**src/rtl/cdec_loader_pkg.sv**
```systemverilog
// Shared types and constants for the CDEC serial program loader.
package cdec_loader_pkg;

  typedef enum logic [2:0] {
    ST_SYNC,
    ST_LEN,
    ST_DATA,
    ST_CHK,
    ST_RUN
  } frame_state_t;

  typedef enum logic [1:0] {
    RX_IDLE,
    RX_START,
    RX_DATA,
    RX_STOP
  } rx_state_t;

  localparam logic [7:0] SYNC_BYTE_DEFAULT = 8'hA5;

endpackage

```
**src/rtl/cdec_uart_rx.sv**
```systemverilog
// 8N1 receiver: 2-FF synchronizer, mid-bit sampling down-counter timer and shift register.
// Emits one-cycle byte_valid or frame_err pulses at the stop-bit sample.
module cdec_uart_rx
  import cdec_loader_pkg::*;
#(
  parameter int BAUD_DIV = 104
) (
  input  logic       clk,
  input  logic       reset,
  input  logic       rxd,
  output logic [7:0] rx_byte,
  output logic       byte_valid,
  output logic       frame_err
);

  localparam int TW = $clog2(BAUD_DIV);
  localparam logic [TW-1:0] FULL = TW'(BAUD_DIV - 1);
  localparam logic [TW-1:0] HALF = TW'(BAUD_DIV / 2 - 1);

  logic            sync1, sync2, prev;
  rx_state_t       state_q, state_d;
  logic [TW-1:0]   timer_q, timer_d;
  logic [2:0]      bit_cnt_q, bit_cnt_d;
  logic [7:0]      shift_q, shift_d;
  logic            valid_q, valid_d;
  logic            ferr_q, ferr_d;
  logic            timer_zero;

  assign timer_zero = (timer_q == '0);

  always_comb begin
    state_d   = state_q;
    timer_d   = timer_q;
    bit_cnt_d = bit_cnt_q;
    shift_d   = shift_q;
    valid_d   = 1'b0;
    ferr_d    = 1'b0;
    case (state_q)
      RX_IDLE: begin
        if (prev && !sync2) begin
          state_d = RX_START;
          timer_d = HALF;
        end
      end
      RX_START: begin
        if (!timer_zero) begin
          timer_d = timer_q - TW'(1);
        end else if (!sync2) begin
          state_d   = RX_DATA;
          timer_d   = FULL;
          bit_cnt_d = 3'd0;
        end else begin
          state_d = RX_IDLE;  // start bit did not hold: glitch
        end
      end
      RX_DATA: begin
        if (!timer_zero) begin
          timer_d = timer_q - TW'(1);
        end else begin
          shift_d   = {sync2, shift_q[7:1]};
          timer_d   = FULL;
          bit_cnt_d = bit_cnt_q + 3'd1;
          if (bit_cnt_q == 3'd7) state_d = RX_STOP;
        end
      end
      RX_STOP: begin
        if (!timer_zero) begin
          timer_d = timer_q - TW'(1);
        end else begin
          valid_d = sync2;
          ferr_d  = !sync2;
          state_d = RX_IDLE;
        end
      end
      default: state_d = RX_IDLE;
    endcase
  end

  always_ff @(posedge clk) begin
    if (reset) begin
      sync1     <= 1'b1;
      sync2     <= 1'b1;
      prev      <= 1'b1;
      state_q   <= RX_IDLE;
      timer_q   <= '0;
      bit_cnt_q <= 3'd0;
      shift_q   <= 8'h00;
      valid_q   <= 1'b0;
      ferr_q    <= 1'b0;
    end else begin
      sync1     <= rxd;
      sync2     <= sync1;
      prev      <= sync2;
      state_q   <= state_d;
      timer_q   <= timer_d;
      bit_cnt_q <= bit_cnt_d;
      shift_q   <= shift_d;
      valid_q   <= valid_d;
      ferr_q    <= ferr_d;
    end
  end

  assign rx_byte    = shift_q;
  assign byte_valid = valid_q;
  assign frame_err  = ferr_q;

endmodule

```
**src/rtl/cdec_loader.sv**
```systemverilog
// Serial program loader for the CDEC core RAM; holds the core in reset until a frame loads.
// Optional checksum byte enabled by defining CDEC_LOADER_CHKSUM_EN.
module cdec_loader
  import cdec_loader_pkg::*;
#(
  parameter int         BAUD_DIV  = 104,
  parameter logic [7:0] SYNC_BYTE = SYNC_BYTE_DEFAULT
) (
  input  logic       iClkMst,
  input  logic       iReset,
  input  logic       iRxd,
  output logic [7:0] oRamAddr,
  output logic [7:0] oRamData,
  output logic       oRamWe,
  output logic       oCoreReset,
  output logic       oBusy,
  output logic       oDone,
  output logic       oError
);

  logic [7:0]   rx_byte;
  logic         byte_valid, frame_err;
  frame_state_t state_q, state_d;
  logic [7:0]   addr_q, addr_d;
  logic [8:0]   count_q, count_d;
  logic [7:0]   ram_addr_d, ram_data_d;
  logic         ram_we_d, core_reset_d, done_d, error_d;
`ifdef CDEC_LOADER_CHKSUM_EN
  logic [7:0]   sum_q, sum_d, chk_total;
  assign chk_total = sum_q + rx_byte;
`endif

  cdec_uart_rx #(.BAUD_DIV(BAUD_DIV)) u_rx (
    .clk       (iClkMst),
    .reset     (iReset),
    .rxd       (iRxd),
    .rx_byte   (rx_byte),
    .byte_valid(byte_valid),
    .frame_err (frame_err)
  );

  always_comb begin
    state_d      = state_q;
    addr_d       = addr_q;
    count_d      = count_q;
    ram_addr_d   = oRamAddr;
    ram_data_d   = oRamData;
    ram_we_d     = 1'b0;
    core_reset_d = oCoreReset;
    done_d       = oDone;
    error_d      = oError;
`ifdef CDEC_LOADER_CHKSUM_EN
    sum_d        = sum_q;
`endif
    case (state_q)
      ST_SYNC, ST_RUN: begin
        if (byte_valid && rx_byte == SYNC_BYTE) begin
          state_d      = ST_LEN;
          core_reset_d = 1'b1;
          done_d       = 1'b0;
          error_d      = 1'b0;
        end
      end
      ST_LEN: begin
        if (byte_valid) begin
          count_d = (rx_byte == 8'h00) ? 9'd256 : {1'b0, rx_byte};
          addr_d  = 8'h00;
`ifdef CDEC_LOADER_CHKSUM_EN
          sum_d   = 8'h00;
`endif
          state_d = ST_DATA;
        end
      end
      ST_DATA: begin
        if (byte_valid) begin
          ram_we_d   = 1'b1;
          ram_addr_d = addr_q;
          ram_data_d = rx_byte;
          addr_d     = addr_q + 8'd1;
          count_d    = count_q - 9'd1;
`ifdef CDEC_LOADER_CHKSUM_EN
          sum_d      = sum_q + rx_byte;
          if (count_q == 9'd1) state_d = ST_CHK;
`else
          if (count_q == 9'd1) begin
            state_d      = ST_RUN;
            done_d       = 1'b1;
            core_reset_d = 1'b0;
          end
`endif
        end
      end
`ifdef CDEC_LOADER_CHKSUM_EN
      ST_CHK: begin
        if (byte_valid) begin
          if (chk_total == 8'h00) begin
            state_d      = ST_RUN;
            done_d       = 1'b1;
            core_reset_d = 1'b0;
          end else begin
            state_d = ST_SYNC;
            error_d = 1'b1;
          end
        end
      end
`endif
      default: state_d = ST_SYNC;
    endcase
    // A broken byte aborts any frame in progress; the core stays held.
    if (frame_err && (state_q == ST_LEN || state_q == ST_DATA || state_q == ST_CHK)) begin
      state_d = ST_SYNC;
      error_d = 1'b1;
    end
  end

  always_ff @(posedge iClkMst) begin
    if (iReset) begin
      state_q    <= ST_SYNC;
      addr_q     <= 8'h00;
      count_q    <= 9'd0;
      oRamAddr   <= 8'h00;
      oRamData   <= 8'h00;
      oRamWe     <= 1'b0;
      oCoreReset <= 1'b1;
      oDone      <= 1'b0;
      oError     <= 1'b0;
`ifdef CDEC_LOADER_CHKSUM_EN
      sum_q      <= 8'h00;
`endif
    end else begin
      state_q    <= state_d;
      addr_q     <= addr_d;
      count_q    <= count_d;
      oRamAddr   <= ram_addr_d;
      oRamData   <= ram_data_d;
      oRamWe     <= ram_we_d;
      oCoreReset <= core_reset_d;
      oDone      <= done_d;
      oError     <= error_d;
`ifdef CDEC_LOADER_CHKSUM_EN
      sum_q      <= sum_d;
`endif
    end
  end

  assign oBusy = (state_q == ST_LEN) || (state_q == ST_DATA) || (state_q == ST_CHK);

endmodule

```
**config.mk**
```make
export PLATFORM = sky130hd
export DESIGN_NAME = cdec_loader
export DESIGN_NICKNAME = d
export VERILOG_FILES = /design/src/rtl/cdec_loader_pkg.sv /design/src/rtl/cdec_uart_rx.sv /design/src/rtl/cdec_loader.sv
export SDC_FILE = /design/constraint.sdc
export NUM_CORES = 1
export LEC_CHECK = 0
export ABC_AREA = 1
export CAP_MARGIN = 20
export CORE_ASPECT_RATIO = 1.1
export CORE_UTILIZATION = 50
export CTS_CLUSTER_DIAMETER = 60
export DETAILED_ROUTE_END_ITERATION = 12
export DONT_BUFFER_PORTS = 1
export PLACE_DENSITY = 0.71
export SLEW_MARGIN = 10
export SYNTH_ARGS = -nofsm -noshare
export SYNTH_HDL_FRONTEND = slang
export SYNTH_HIERARCHICAL = 1
export SYNTH_SLANG_ARGS = --single-unit
```
**constraint.sdc**
```tcl
create_clock -name iClkMst -period 2.18 [get_ports iClkMst]
set_input_delay 0.327 -clock iClkMst [delete_from_list [all_inputs] [get_ports iClkMst]]
set_output_delay 0.327 -clock iClkMst [all_outputs]
set_load 0.005 [all_outputs]
```
==> After elaboration in Yosys (flattened, before gate mapping) <==
Cells that the tools add are included.
{ "classes": {"add_sub_neg": 4, "n_eq_ne": 22, "n_mux": 40, "bitwise_logic": 3, "reduce_logical": 28} }
{ "ops": {"columns": ["operator", "count"], "rows": [
  ["$mux W7", 5],
  ["$pmux W7 S4", 1],
  ["$mux W9", 3],
  ["$mux W3", 7],
  ["$pmux W9 S2", 1],
  ["$mux W8", 2],
  ["$pmux W8 S2", 1],
  ["$ne A2 B1 Y1 const B", 7],
  ["$mux W2", 6],
  ["$reduce_and A4 Y1", 3],
  ["$reduce_bool A2 Y1", 5],
  ["$eq A9 B1 Y1 const B", 1],
  ["$mux W1", 9],
  ["$pmux W3 S3", 1],
  ["$sub A9 B1 Y9 const B", 1],
  ["$add A8 B1 Y8 const B", 1],
  ["$eq A8 B8 Y1 const B", 1],
  ["$logic_not A8 Y1", 1],
  ["$ne A2 B2 Y1 const B", 4],
  ["$pmux W2 S4", 1],
  ["$logic_not A7 Y1", 1],
  ["$sub A7 B1 Y7 const B", 1],
  ["$eq A3 B2 Y1 const B", 2],
  ["$eq A3 B3 Y1 const B", 2],
  ["18 further kinds", 30]
]} }
{ "totals": {"reg_bits": 65, "inputBits": 3, "out_inout_bits": 21, "elab_cells": 115} }

==> Depth between registers and ports, before layout <==
{ "logic_depth": {"word_depth": 6, "depth_mapped": 10, "depth_no_buf": 10} }

==> Modules after synthesis <==
The synthesis kept the hierarchy.
{ "modules_own_cells": {"columns": ["module", "instances", "cells_each", "area_per_inst_um2", "seq_area_each_um2"], "rows": [
  ["cdec_loader", 1, 295, 1995.7, 800.8],
  ["cdec_uart_rx", 1, 174, 1308.8, 500.5]
]} }

==> Least setup slack after synthesis <==
Ideal clock, no wire load.
{ "synth_path": {"kind": "register to register", "from": "reg u_rx.state_q[0]", "to": "reg u_rx.bit_cnt_q[1]", "setup_time_ns": 0.070, "arrival_ns": 1.269, "required_ns": 2.110, "slack_ns": 0.841, "path_stages_with_launch": 8, "path_buffers": 0, "synth_period_minus_slack_ns": 1.339, "cell_sequence": "dfxtp_1 inv_1 ha_1 o21ai_0 nor2_4 inv_1 nand2_1 a21oi_1"} }
{ "synth_via": {"elab_chain_len": 3, "elab_cells_between_ends": 8, "cone_classes": "5 x eq/ne; 1 x mux; 2 x reduce/logical"} }
{ "synth_rtl": {"columns": ["element", "line", "rtl"], "rows": [
  ["from (decl)", "cdec_uart_rx.sv:21", "rx_state_t state_q, state_d;"],
  ["from (signal assigned)", "cdec_uart_rx.sv:94", "state_q <= state_d;"],
  ["$eq A2 B2 Y1 / $eq A2 B1 Y1 (equally long branches)", "cdec_uart_rx.sv:38", "case (state_q)"],
  ["$ne A2 B1 Y1 (no source line), or another cell as far along", null, null],
  ["$reduce_and A4 Y1 (no source line)", null, null],
  ["to (signal assigned)", "cdec_uart_rx.sv:96", "bit_cnt_q <= bit_cnt_d;"],
  ["to (decl)", "cdec_uart_rx.sv:23", "logic [2:0] bit_cnt_q, bit_cnt_d;"]
]} }
Parallel ways exist; a longest one is shown, timed or not.
A chain may end at the register's enable or synchronous reset.

==> Worst setup path after layout <==
{ "layout_path": {"from": "reg u_rx.state_q[0]", "to": "reg u_rx.state_q[0]"} }
{ "layout_via": {"elab_chain_len": 3, "elab_cells_between_ends": 11, "cone_classes": "8 x eq/ne; 1 x mux; 2 x reduce/logical"} }
{ "layout_rtl": {"columns": ["element", "line"], "rows": [
  ["$eq A2 B2 Y1, or another cell as far along", "cdec_uart_rx.sv:38"],
  ["$ne A2 B1 Y1 (no source line)", null],
  ["$reduce_and A5 Y1 (no source line)", null]
]} }
Parallel ways exist; a longest one is shown, timed or not.

==> impl_metrics.xml <==
<?xml version="1.0" encoding="UTF-8"?>
<metrics>
  <group name="cells_and_area">
    <metric name="post_route_cells_drive_above_1_share" unit="%">10.9</metric>
    <metric name="layout.filler_cells" unit="">592</metric>
    <metric name="design.final.nets" unit="">485</metric>
    <metric name="syn2layout_area_growth" unit="%">8.60</metric>
    <metric name="insertedDiodeCount" unit="">0</metric>
  </group>
  <group name="synth">
    <metric name="synth_edf_count" unit="">0</metric>
    <metric name="syn_nets" unit="">484</metric>
    <metric name="synthMostInstantiatedCell" unit="">sky130_fd_sc_hd__nand2_1</metric>
    <metric name="synth-seq-cells" unit="">65</metric>
    <metric name="synthesis.area" unit="um2">3300</metric>
    <metric name="yosys_warnings" unit="">6</metric>
    <metric name="netlist_top_cells_area" unit="">sky130_fd_sc_hd__dfxtp_1 (39%), sky130_fd_sc_hd__nand2_1 (10%), sky130_fd_sc_hd__nor2_1 (9.3%)</metric>
    <metric name="ys_top_cells_by_count" unit="">sky130_fd_sc_hd__nand2_1 (88), sky130_fd_sc_hd__nor2_1 (82), sky130_fd_sc_hd__dfxtp_1 (65), sky130_fd_sc_hd__inv_1 (45), sky130_fd_sc_hd__o21ai_0 (36)</metric>
    <metric name="synth_top_area_share" unit="%">39.4</metric>
    <metric name="synth_area_per_cell" unit="um2">7.05</metric>
    <metric name="synth.yosys.seq_area_share" unit="%">39.4</metric>
    <metric name="synth_top_cell_by_area" unit="">sky130_fd_sc_hd__dfxtp_1</metric>
    <metric name="syn-instance-count" unit="">469</metric>
    <metric name="asyncSetResetFlopFracSynth" unit="%">0</metric>
    <metric name="yosys_most_used_dff" unit="">sky130_fd_sc_hd__dfxtp_1</metric>
    <metric name="yosys.cell_types.count" unit="">36</metric>
  </group>
  <group name="die">
    <metric name="ios" unit="">24</metric>
    <metric name="fp.coreArea" unit="um2">6270</metric>
    <metric name="die_h" unit="um">87.3</metric>
    <metric name="placementRows" unit="">30</metric>
    <metric name="dieArea" unit="um2">6940</metric>
    <metric name="initial_utilization" unit="%">52.7</metric>
    <metric name="die_width" unit="um">79.5</metric>
  </group>
  <group name="critical_path">
    <metric name="rrSetupSlack" unit="ps">630</metric>
    <metric name="crit_path_max_incr_delay" unit="ps">390</metric>
    <metric name="timing.critical_path.fanout_max" unit="">5</metric>
    <metric name="startpoint_type" unit="">flip-flop</metric>
    <metric name="critPathArrivalTime" unit="ps">1840</metric>
    <metric name="regToRegStartpoint" unit="">u_rx/state_q[0]</metric>
    <metric name="cp_slowest_cell" unit="">sky130_fd_sc_hd__dfxtp_1</metric>
    <metric name="worst_ep_required_time" unit="ps">2460</metric>
    <metric name="crit_path_cell_trace" unit="">inv_1 -&gt; ha_1 -&gt; inv_2 -&gt; nand3_1 -&gt; a21boi_2 -&gt; nand2_1 -&gt; nand2_1 -&gt; inv_1 -&gt; nor2_1</metric>
    <metric name="end_kind" unit="">flip-flop</metric>
    <metric name="critical_path.reg2reg.endpoint" unit="">u_rx/state_q[0]</metric>
    <metric name="number_of_cells_on_the_worst_reg_to_reg_path" unit="">9</metric>
    <metric name="crit_type" unit="">reg2reg</metric>
  </group>
  <group name="worst_hold_path">
    <metric name="hold_start" unit="">iReset</metric>
    <metric name="worstHoldPathType" unit="">in2reg</metric>
    <metric name="whs_endpoint" unit="">count_q[3]</metric>
    <metric name="hold_depth" unit="">1</metric>
  </group>
  <group name="place">
    <metric name="dp.final_hpwl" unit="um">4940</metric>
    <metric name="gp_congestion" unit="">0.940</metric>
    <metric name="port-buffer-count" unit="">0</metric>
  </group>
  <group name="cts">
    <metric name="htree_num_levels" unit="">3</metric>
    <metric name="clock_transition_at_the_register_clock_pins_on_the_worst_setup_and_hold_paths_after_cts" unit="ps">70</metric>
    <metric name="clk_root_buffer_cell" unit="">sky130_fd_sc_hd__clkbuf_8</metric>
    <metric name="hold_buffers" unit="">0</metric>
    <metric name="clock_path_buffers" unit="">2</metric>
    <metric name="number_of_buffers_inserted_to_repair_setup_after_cts" unit="">0</metric>
    <metric name="numClockSinks" unit="">65</metric>
    <metric name="cts-buffers-inserted" unit="">9</metric>
    <metric name="cts_tree" unit="">built</metric>
    <metric name="cts-resized-gates" unit="">0</metric>
    <metric name="clock_insertion_delay_worst_skew" unit="ps">340</metric>
  </group>
  <group name="route">
    <metric name="drtIter0Drc" unit="">129</metric>
    <metric name="routed_wire_length_per_instance" unit="um">12.7</metric>
    <metric name="finalWirelength" unit="um">7040</metric>
    <metric name="drc" unit="">0</metric>
    <metric name="total_via_count_in_the_routed_design" unit="">2939</metric>
    <metric name="vias_per_cell" unit="">5.30</metric>
    <metric name="antenna_violating_nets_post_route" unit="">0</metric>
    <metric name="dr.pass1.iters" unit="">4</metric>
  </group>
  <group name="pwr">
    <metric name="power.ir.vdd_worst" unit="mV">0.707</metric>
    <metric name="share_comb_of_total_power" unit="%">29.9</metric>
    <metric name="psw" unit="uW">1310</metric>
    <metric name="power.density" unit="nW/um2">1040</metric>
    <metric name="leakage" unit="uW">0.00160</metric>
    <metric name="sw_share" unit="%">35.1</metric>
    <metric name="clock_power_share" unit="%">33.5</metric>
    <metric name="p_int" unit="uW">2430</metric>
    <metric name="portion_of_total_power_attributed_to_sequential_cells" unit="%">36.6</metric>
  </group>
  <group name="timing">
    <metric name="setup_total_negative_slack" unit="ps">0</metric>
    <metric name="finalCritPeriodShare" unit="%">71.3</metric>
    <metric name="fin_skew" unit="ps">7.93</metric>
    <metric name="maxSlewHeadroom" unit="%">71.2</metric>
    <metric name="rsz0062_at_grt" unit="">no</metric>
    <metric name="maxSlewViolCount" unit="">0</metric>
    <metric name="fin_worst_hold_slack" unit="ps">42.4</metric>
    <metric name="final.min_clock_period" unit="ps">1550</metric>
    <metric name="tightest_slew" unit="ps">431</metric>
    <metric name="setup_violations" unit="">0</metric>
    <metric name="timing_hold_violations_final" unit="">0</metric>
    <metric name="fmax" unit="MHz">643</metric>
  </group>
  <group name="global_routing">
    <metric name="global_routing_usage_on_met2" unit="%">39.1</metric>
    <metric name="grt-busiest-layer" unit="">met2</metric>
    <metric name="gr-usage-all-layers" unit="%">22.5</metric>
    <metric name="met1_usage" unit="%">25.4</metric>
    <metric name="grt_antenna_before_repair" unit="">0</metric>
    <metric name="number_of_global_route_vias_before_repair" unit="">2753</metric>
    <metric name="met3_resource_use_gr" unit="%">5.76</metric>
    <metric name="grt_start_max_net_pins" unit="">27</metric>
    <metric name="grt_pass1_wl" unit="um">12000</metric>
    <metric name="global_route.overflow_total" unit="">0</metric>
  </group>
  <group name="run">
    <metric name="cap_viol_max_count" unit="">0</metric>
  </group>
  <group name="run_status">
    <metric name="outcome" unit="">finished clean</metric>
  </group>
</metrics>
[layout by cell type (no fill, tap or decap), types with 2 or more instances in the layout]
cell type	instances
sky130_fd_sc_hd__dfxtp_1	65
sky130_fd_sc_hd__nor2_1	82
sky130_fd_sc_hd__or2_2	2
sky130_fd_sc_hd__inv_2	10
sky130_fd_sc_hd__nand2_4	5
sky130_fd_sc_hd__nor3_1	2
sky130_fd_sc_hd__o21ai_0	36
sky130_fd_sc_hd__a21oi_2	2
sky130_fd_sc_hd__o21ai_2	2
sky130_fd_sc_hd__a21oi_1	32
sky130_fd_sc_hd__nor2_2	3
sky130_fd_sc_hd__nor2_8	3
sky130_fd_sc_hd__nand3_1	28
sky130_fd_sc_hd__nand4_1	9
sky130_fd_sc_hd__nand2_1	88
sky130_fd_sc_hd__clkbuf_8	9
sky130_fd_sc_hd__buf_4	2
sky130_fd_sc_hd__ha_1	12
sky130_fd_sc_hd__inv_1	45
sky130_fd_sc_hd__o21ai_1	16
sky130_fd_sc_hd__clkinvlp_4	2
sky130_fd_sc_hd__bufinv_16	3
sky130_fd_sc_hd__nor2_4	2
[cells by family after synthesis]
family	count (synthesis)	synth area share, %
AND/OR/NAND/NOR	228	31.6
XOR/XNOR	2	0.530
flip-flops	65	39.4
buffers and inverters	69	8.78
AO/OA/AOI/OAI	93	15.1
adder cells (fa/ha/maj)	12	4.54
[per-stage QoR]
stage	total power [uW]	cell area (um2)	util (%)	cells	setup slack (ps)
after CTS	3760	3590	57.2	555	622
after global routing	3980	3590	57.2	555	443
after global placement	2490	3350	53.4	539	685
final	3740	3590	57.2	555	625
after detailed placement	2500	3350	53.4	539	652
after floorplan	2310	3300	-	469	841
[sequential cells by signal, summed over array words and instances, names as in the netlist, named ones only]
register	cells
u_rx/frame_err	1
u_rx/timer_q	7
u_rx/byte_valid	1
u_rx/bit_cnt_q	3
u_rx/rx_byte	8
oRamData	8
u_rx/state_q	1
u_rx/sync2	1
oRamAddr	8
u_rx/sync1	1
state_q	3
oRamWe	1
u_rx/prev	1
oDone	1
count_q	9
oError	1
addr_q	8
oCoreReset	1
[power groups by stage]
| stage | Clock (uW) | Combinational, uW | Sequential (uW) |
|---|---|---|---|
| 2_1_floorplan | 0 | 940 | 1370 |
| 3_3_place_gp | 0 | 1100 | 1390 |
| 3_5_place_dp | 0 | 1110 | 1390 |
| 4_1_cts | 1280 | 1110 | 1370 |
| 5_1_grt | 1330 | 1280 | 1380 |
| 6_report | 1250 | 1120 | 1370 |
[how the worst max path moves through the flow]
stage | start | cells past startpoint | to
after CTS | u_rx/state_q[0] | 9 | u_rx/state_q[0]
after global placement | u_rx/state_q[0] | 7 | u_rx/bit_cnt_q[1]
after floorplan | u_rx/state_q[0] | 7 | u_rx/bit_cnt_q[1]
final | u_rx/state_q[0] | 9 | u_rx/state_q[0]
after detailed placement | u_rx/state_q[0] | 9 | u_rx/state_q[0]
after global routing | u_rx/state_q[0] | 9 | u_rx/state_q[0]
[layer usage]
layer	vias to the layer above	share of wire, %
met5	-	0
met4	0	2.3
met3	15	3.5
met2	58	50
met1	1353	45
li1	1513	-
[final cells by class]
type,count,area [um2],area share (%)
Multi-Input combinational cell,335,1710,47.7
Sequential cell,65,1300,36.3
Inverter,57,218,6.07
Clock buffer,10,128,3.56
Clock inverter,6,114,3.17
Tap cell,80,100,2.79
Timing Repair Buffer,2,15.0,0.418
[worst max-delay path, delay by kind of cell, from the launching register on]
kind	cells	cell delay (ps)
flip-flops	1	390
adder cells (fa/ha/maj)	1	270
buffers and inverters	3	300
AND/OR/NAND/NOR	4	350
AO/OA/AOI/OAI	1	190
No activity file was read; power rests on OpenSTA's default activity.
==> RTL change 1: new RTL, config.mk and constraints unchanged <==
`BAUD_DIV` is set to 104 in 2 places; all go to 208.
--- a/src/rtl/cdec_uart_rx.sv
+++ b/src/rtl/cdec_uart_rx.sv
@@ -4,5 +4,5 @@
   import cdec_loader_pkg::*;
 #(
-  parameter int BAUD_DIV = 104
+  parameter int BAUD_DIV = 208
 ) (
   input  logic       clk,
--- a/src/rtl/cdec_loader.sv
+++ b/src/rtl/cdec_loader.sv
@@ -4,5 +4,5 @@
   import cdec_loader_pkg::*;
 #(
-  parameter int         BAUD_DIV  = 104,
+  parameter int         BAUD_DIV  = 208,
   parameter logic [7:0] SYNC_BYTE = SYNC_BYTE_DEFAULT
 ) (
Behaviour: no difference found for any inputs over 10 cycles, from zero or initial values and one cycle with iReset high; that may be too few to reach the edited logic, so the function may still have changed.
==> RTL change 1 against the original RTL <==
Setup slack worse by 0.074 ns; synthesized area grew 0.53%; final area decreased by 0.56%; sequential cell count rose by 1; synthesized cell count rose by 2.3%; via count is 2.5% higher; wire length up 2.0%; power shrank 7.2%.
==> RTL change 1: results (changes against the original RTL) <==
Final layout
  – Layout cells sized above 1: 9.88% (-1.1 points)
  – Final Non-Filler Cells: 566 (+2.0%)
  – Fin nets: 495 (+2.1%)
  – Max FFs per register: 9 (unchanged)

Logic synthesis
  – Synth cell types: 35 (-2.8%)
  – Syn. warnings: 6 (unchanged)
  – Seq/Total Area, Yosys: 39.8% (+0.39 points)
  – Synthesized instance count: 480 (+2.3%)
  – Top post-synthesis cells by count: nand2_1, nor2_1, dfxtp_1, inv_1, o21ai_0
  – Dominant cells by area after synthesis: dfxtp_1, nand2_1, nor2_1
  – Syn Nets: 494 (+2.1%)

Global routing
  – Largest net degree at the start of global routing: 27 (unchanged)
  – Vias in the first global route: 2708 (-1.6%)
  – Global-route wire length before repair: 11.8 mm (-1.8%)
  – Total GRT Usage: 21.9% (-0.59 points)

Routing
  – Drt first pass iters: 4 (unchanged)
  – DR iter-0 viols: 111 (-14%)
  – Routed wire per std cell: 12.7 µm (about the same)
  – Post-DR vias/cell: 5.32 (+0.49%)

Setup path
  – RR Startpoint: u_rx/timer_q[0]
  – FF-to-FF setup slack: 0.55 ns (-0.07 ns)
  – RR Endpoint: u_rx/timer_q[1]
  – Crit-path max cell delay: 0.34 ns (-0.05 ns)
  – Crit Path Max Fanout: 7 (+2)
  – Crit path DAT: 1.86 ns (+0.02 ns)

Place
  – RePlAce Congestion: 0.917 (-2.4%)
  – Post-DP HPWL: 4.99 mm (+1.0%)
  – Placed Cells: 550 (+2.0%)

Worst hold path
  – Min-Delay Path Depth: 1 (unchanged)
  – Worst hold endpoint: oRamAddr[6]

Power and ir drop
  – Peak supply drop: 711 µV (+0.51%)
  – Leakage power: 1.54 nW (-3.6%)
  – Reported net switching power: 1.27 mW (-3.0%)

Clock tree
  – Clk_lat worst skew: 0.35 ns
  – Root Buffer: clkbuf_8

Timing
  – Final clock skew: 0.0160 ns (+0.00809 ns)
  – Worst-margin pin slew: 0.708 ns (+0.277 ns)

Status
  – Status: finished, final reports clean
==> RTL change 1: worst max path at each step <==
stage,from,end,slack (ns),cells past startpoint
final,u_rx/timer_q[0],u_rx/timer_q[1],0.55,9
after global routing,u_rx/timer_q[0],u_rx/bit_cnt_q[1],0.47,9
after CTS,state_q[2],count_q[7],0.60,9
after detailed placement,state_q[2],count_q[7],0.62,9
after global placement,state_q[2],addr_q[7],0.67,10
after floorplan,u_rx/state_q[0],flop,0.80,8
==> RTL change 1: metal layers <==
layer	part of all wire, %	track usage, %
met5	0	0
met4	2.7	11.2
met3	4.1	5.65
met2	48	35.7
met1	46	26.4
==> RTL change 1: final cells by class <==
type	count	area [µm²]
clock inverter	6	66.3
multi-input combinational	346	1710
clock buffer	10	138
inverter	56	218
tap	80	100
timing repair buffer	2	15.0
sequential	66	1320
fill	619	2740
==> RTL change 1: critical path: cells and delay by family (launching register included) <==
| family | cells | cell delay [ns] |
|---|---|---|
| buffers and inverters | 2 | 0.19 |
| AO/OA/AOI/OAI | 2 | 0.24 |
| adder cells (fa/ha/maj) | 1 | 0.24 |
| AND/OR/NAND/NOR | 4 | 0.50 |
| flip-flops | 1 | 0.34 |
==> RTL change 1: cell families (layout without fill, tap and decap cells) <==
logic type,count (synthesis),in the layout,share of synthesized area [%]
xor+xnor,2,2,0.527
fa+ha+maj,11,11,4.14
flops,66,66,39.8
buf+inv,68,74,8.74
compound gates,97,97,15.9
simple gates,236,236,31.0
==> RTL change 1: power groups by stage <==
stage / logic [mW] / clock network (mW) / registers (mW)
after global routing: 1.14 / 1.13 / 1.40
after global placement: 0.984 / 0 / 1.42
final: 1.02 / 1.05 / 1.39
after floorplan: 0.828 / 0 / 1.39
after CTS: 1.00 / 1.08 / 1.39
after detailed placement: 0.998 / 0 / 1.42
==> RTL change 1: per-stage QoR <==
step	setup WS (ns)	hold WS, ns	cell area (µm²)	power, mW	utilization (%)
detailed placement	0.616	0.395	3360	2.42	53.4
global route	0.466	0.0145	3570	3.67	56.6
floorplan	0.804	0.389	3320	2.22	-
finish	0.551	0.0301	3570	3.47	56.6
global placement	0.671	0.394	3360	2.40	53.4
CTS	0.601	0.0161	3570	3.48	56.6
==> RTL change 2: new RTL, config.mk and constraints unchanged <==
Without the edit above. Reset style: asynchronous (`iReset` and `reset`), changed in 2 clocked blocks.
--- a/src/rtl/cdec_uart_rx.sv
+++ b/src/rtl/cdec_uart_rx.sv
@@ -77,5 +77,5 @@
   end
 
-  always_ff @(posedge clk) begin
+  always_ff @(posedge clk or posedge reset) begin
     if (reset) begin
       sync1     <= 1'b1;
--- a/src/rtl/cdec_loader.sv
+++ b/src/rtl/cdec_loader.sv
@@ -114,5 +114,5 @@
   end
 
-  always_ff @(posedge iClkMst) begin
+  always_ff @(posedge iClkMst or posedge iReset) begin
     if (iReset) begin
       state_q    <= ST_SYNC;
Formal check against the unedited RTL: no difference found for any inputs over 10 cycles, from zero or initial values and one cycle with iReset high; that may be too few to reach the edited logic, so the function may still have changed.
==> RTL change 2 against the original RTL <==
The run now ends with hold timing left; power decreased by 15%; setup slack got worse by 0.081 ns; sequential cell count did not move; final area up 4.5%; count of clock-buffer cells in the layout down 1; wire length down 6.2%; synthesized area up 5.1%; clock skew grew 0.0023 ns; global-route usage is 1.5 points lower; combinational power fell by 32%; critical path type unchanged; critical endpoint is now addr_q[6].
==> RTL change 2: results (changes against the original RTL) <==
Routing
  – Post-detailed-routing wire length: 6.61 mm (-6.2%)
  – Post-DR vias/cell: 5.23 (-1.3%)
  – Via count: 2687 (-8.6%)
  – Met3 wire len: 162 µm (-34%)
  – WL met1: 3.09 mm (-1.3%)
  – Metal2 WL: 3.23 mm (-7.7%)
  – DR iter-0 viols: 177 (+37%)

Logic synthesis
  – Adder-cell share of the synthesized area: 4.32% (-0.22 points)
  – Synthesized instance count: 418 (-11%)
  – Dominant cells by area after synthesis: dfrtp_1, nand2_1, nand3_1
  – Seq/Total Area, Yosys: 47.0% (+7.6 points)
  – Syn Nets: 433 (-11%)
  – Top post-synthesis cells by count: nand2_1, dfrtp_1, inv_1, nor2_1, nand3_1
  – Post-synthesis compound-gate area fraction: 10.6% (-4.5 points)
  – Xor-xnor portion of the synthesized cell area: 1.01% (+0.48 points)
  – Ys async rst share: 100% (+100 points)
  – Synth cell types: 39 (+8.3%)

Timing
  – Worst slew margin: 62.4% (-8.8 points)
  – Final clock skew: 0.0102 ns (+0.00228 ns)
  – Fin Hold WS: -0.00966 ns (-0.0520 ns)
  – Hold Fails Final Rpt: 18 (+18)

Global routing
  – Largest net degree at the start of global routing: 41 (+52%)
  – Vias in the first global route: 2556 (-7.2%)
  – Global-route wire length before repair: 11.5 mm (-4.2%)
  – Total GRT Usage: 21.0% (-1.5 points)

Status
  – Violated checks: hold timing
  – Status: finished, violations left

Final layout
  – Layout cells sized above 1: 16.4% (+5.5 points)
  – Area taken by flip-flops and latches: 1630 µm² (+25%)
  – # fillers: 582 (-1.7%)
  – Fin nets: 442 (-8.9%)

Setup path
  – Crit path DAT: 1.92 ns (+0.08 ns)
  – Largest delay contributor family on the critical path: simple AND/OR/NAND/NOR gates
  – Crit Path Max Fanout: 33 (+28)
  – Crit-path max cell delay: 0.41 ns (+0.02 ns)

Worst hold path
  – Worst min-delay path class: in -> async

Place
  – Post-DP HPWL: 4.76 mm (-3.7%)
  – Placed Cells: 496 (-8.0%)
  – Area after DPL: 3530 µm² (+5.5%)

Power and ir drop
  – Peak supply drop: 634 µV (-10%)
  – Leakage power: 1.89 nW (+19%)
  – Int Power: 2.09 mW (-14%)

Clock tree
  – Inserted Clock Buffers: 9 (unchanged)
  – Cts hold-fix bufs: 2 (+2)
## RTL change 2: changes by cell type in the layout (fill, tap and decap cells not counted), moves of 5 or more
cell	before	now
o21ai_2	2	12
nor2_1	82	43
nand3_1	28	34
nand2_1	88	111
inv_2	10	5
dfxtp_1	65	0
a21oi_1	32	9
o21ai_0	36	13
dfrtp_1	0	61
## RTL change 2: worst paths after layout
check,from,end,slack (ns),cells past startpoint
setup / recovery,state_q[2],addr_q[6],0.54,7
hold / removal,iReset,oRamAddr[2],-0.01,2
setup reg to reg,state_q[2],addr_q[6],0.54,7
hold reg to reg,u_rx/sync1,u_rx/sync2,0.36,0
max in group asynchronous,iReset,u_rx/sync2,1.39,3
min in group iClkMst,u_rx/sync1,u_rx/sync2,0.36,0
## RTL change 2: metal layers
metal / GRT usage [%] / up-vias
met2: 34.0 / 36
met4: 12.2 / 0
li1: - / 1359
met5: 0 / -
met1: 26.5 / 1281
met3: 3.37 / 11
## RTL change 2: final cells by class
| cell class | count | share of cell area [%] |
|---|---|---|
| clock inverter | 7 | 2.03 |
| inverter | 52 | 5.37 |
| timing repair buffer | 6 | 1.33 |
| clock buffer | 9 | 3.30 |
| sequential | 65 | 43.5 |
| multi-input combinational | 293 | 41.7 |
| tap | 82 | 2.74 |
## RTL change 2: power groups by stage
stage / clock (mW) / sequential, mW / combinational [mW]
2_1_floorplan: 0 / 1.37 / 0.614
3_3_place_gp: 0 / 1.39 / 0.744
3_5_place_dp: 0 / 1.39 / 0.759
4_1_cts: 1.07 / 1.37 / 0.763
5_1_grt: 1.13 / 1.38 / 0.863
6_report: 1.05 / 1.37 / 0.765
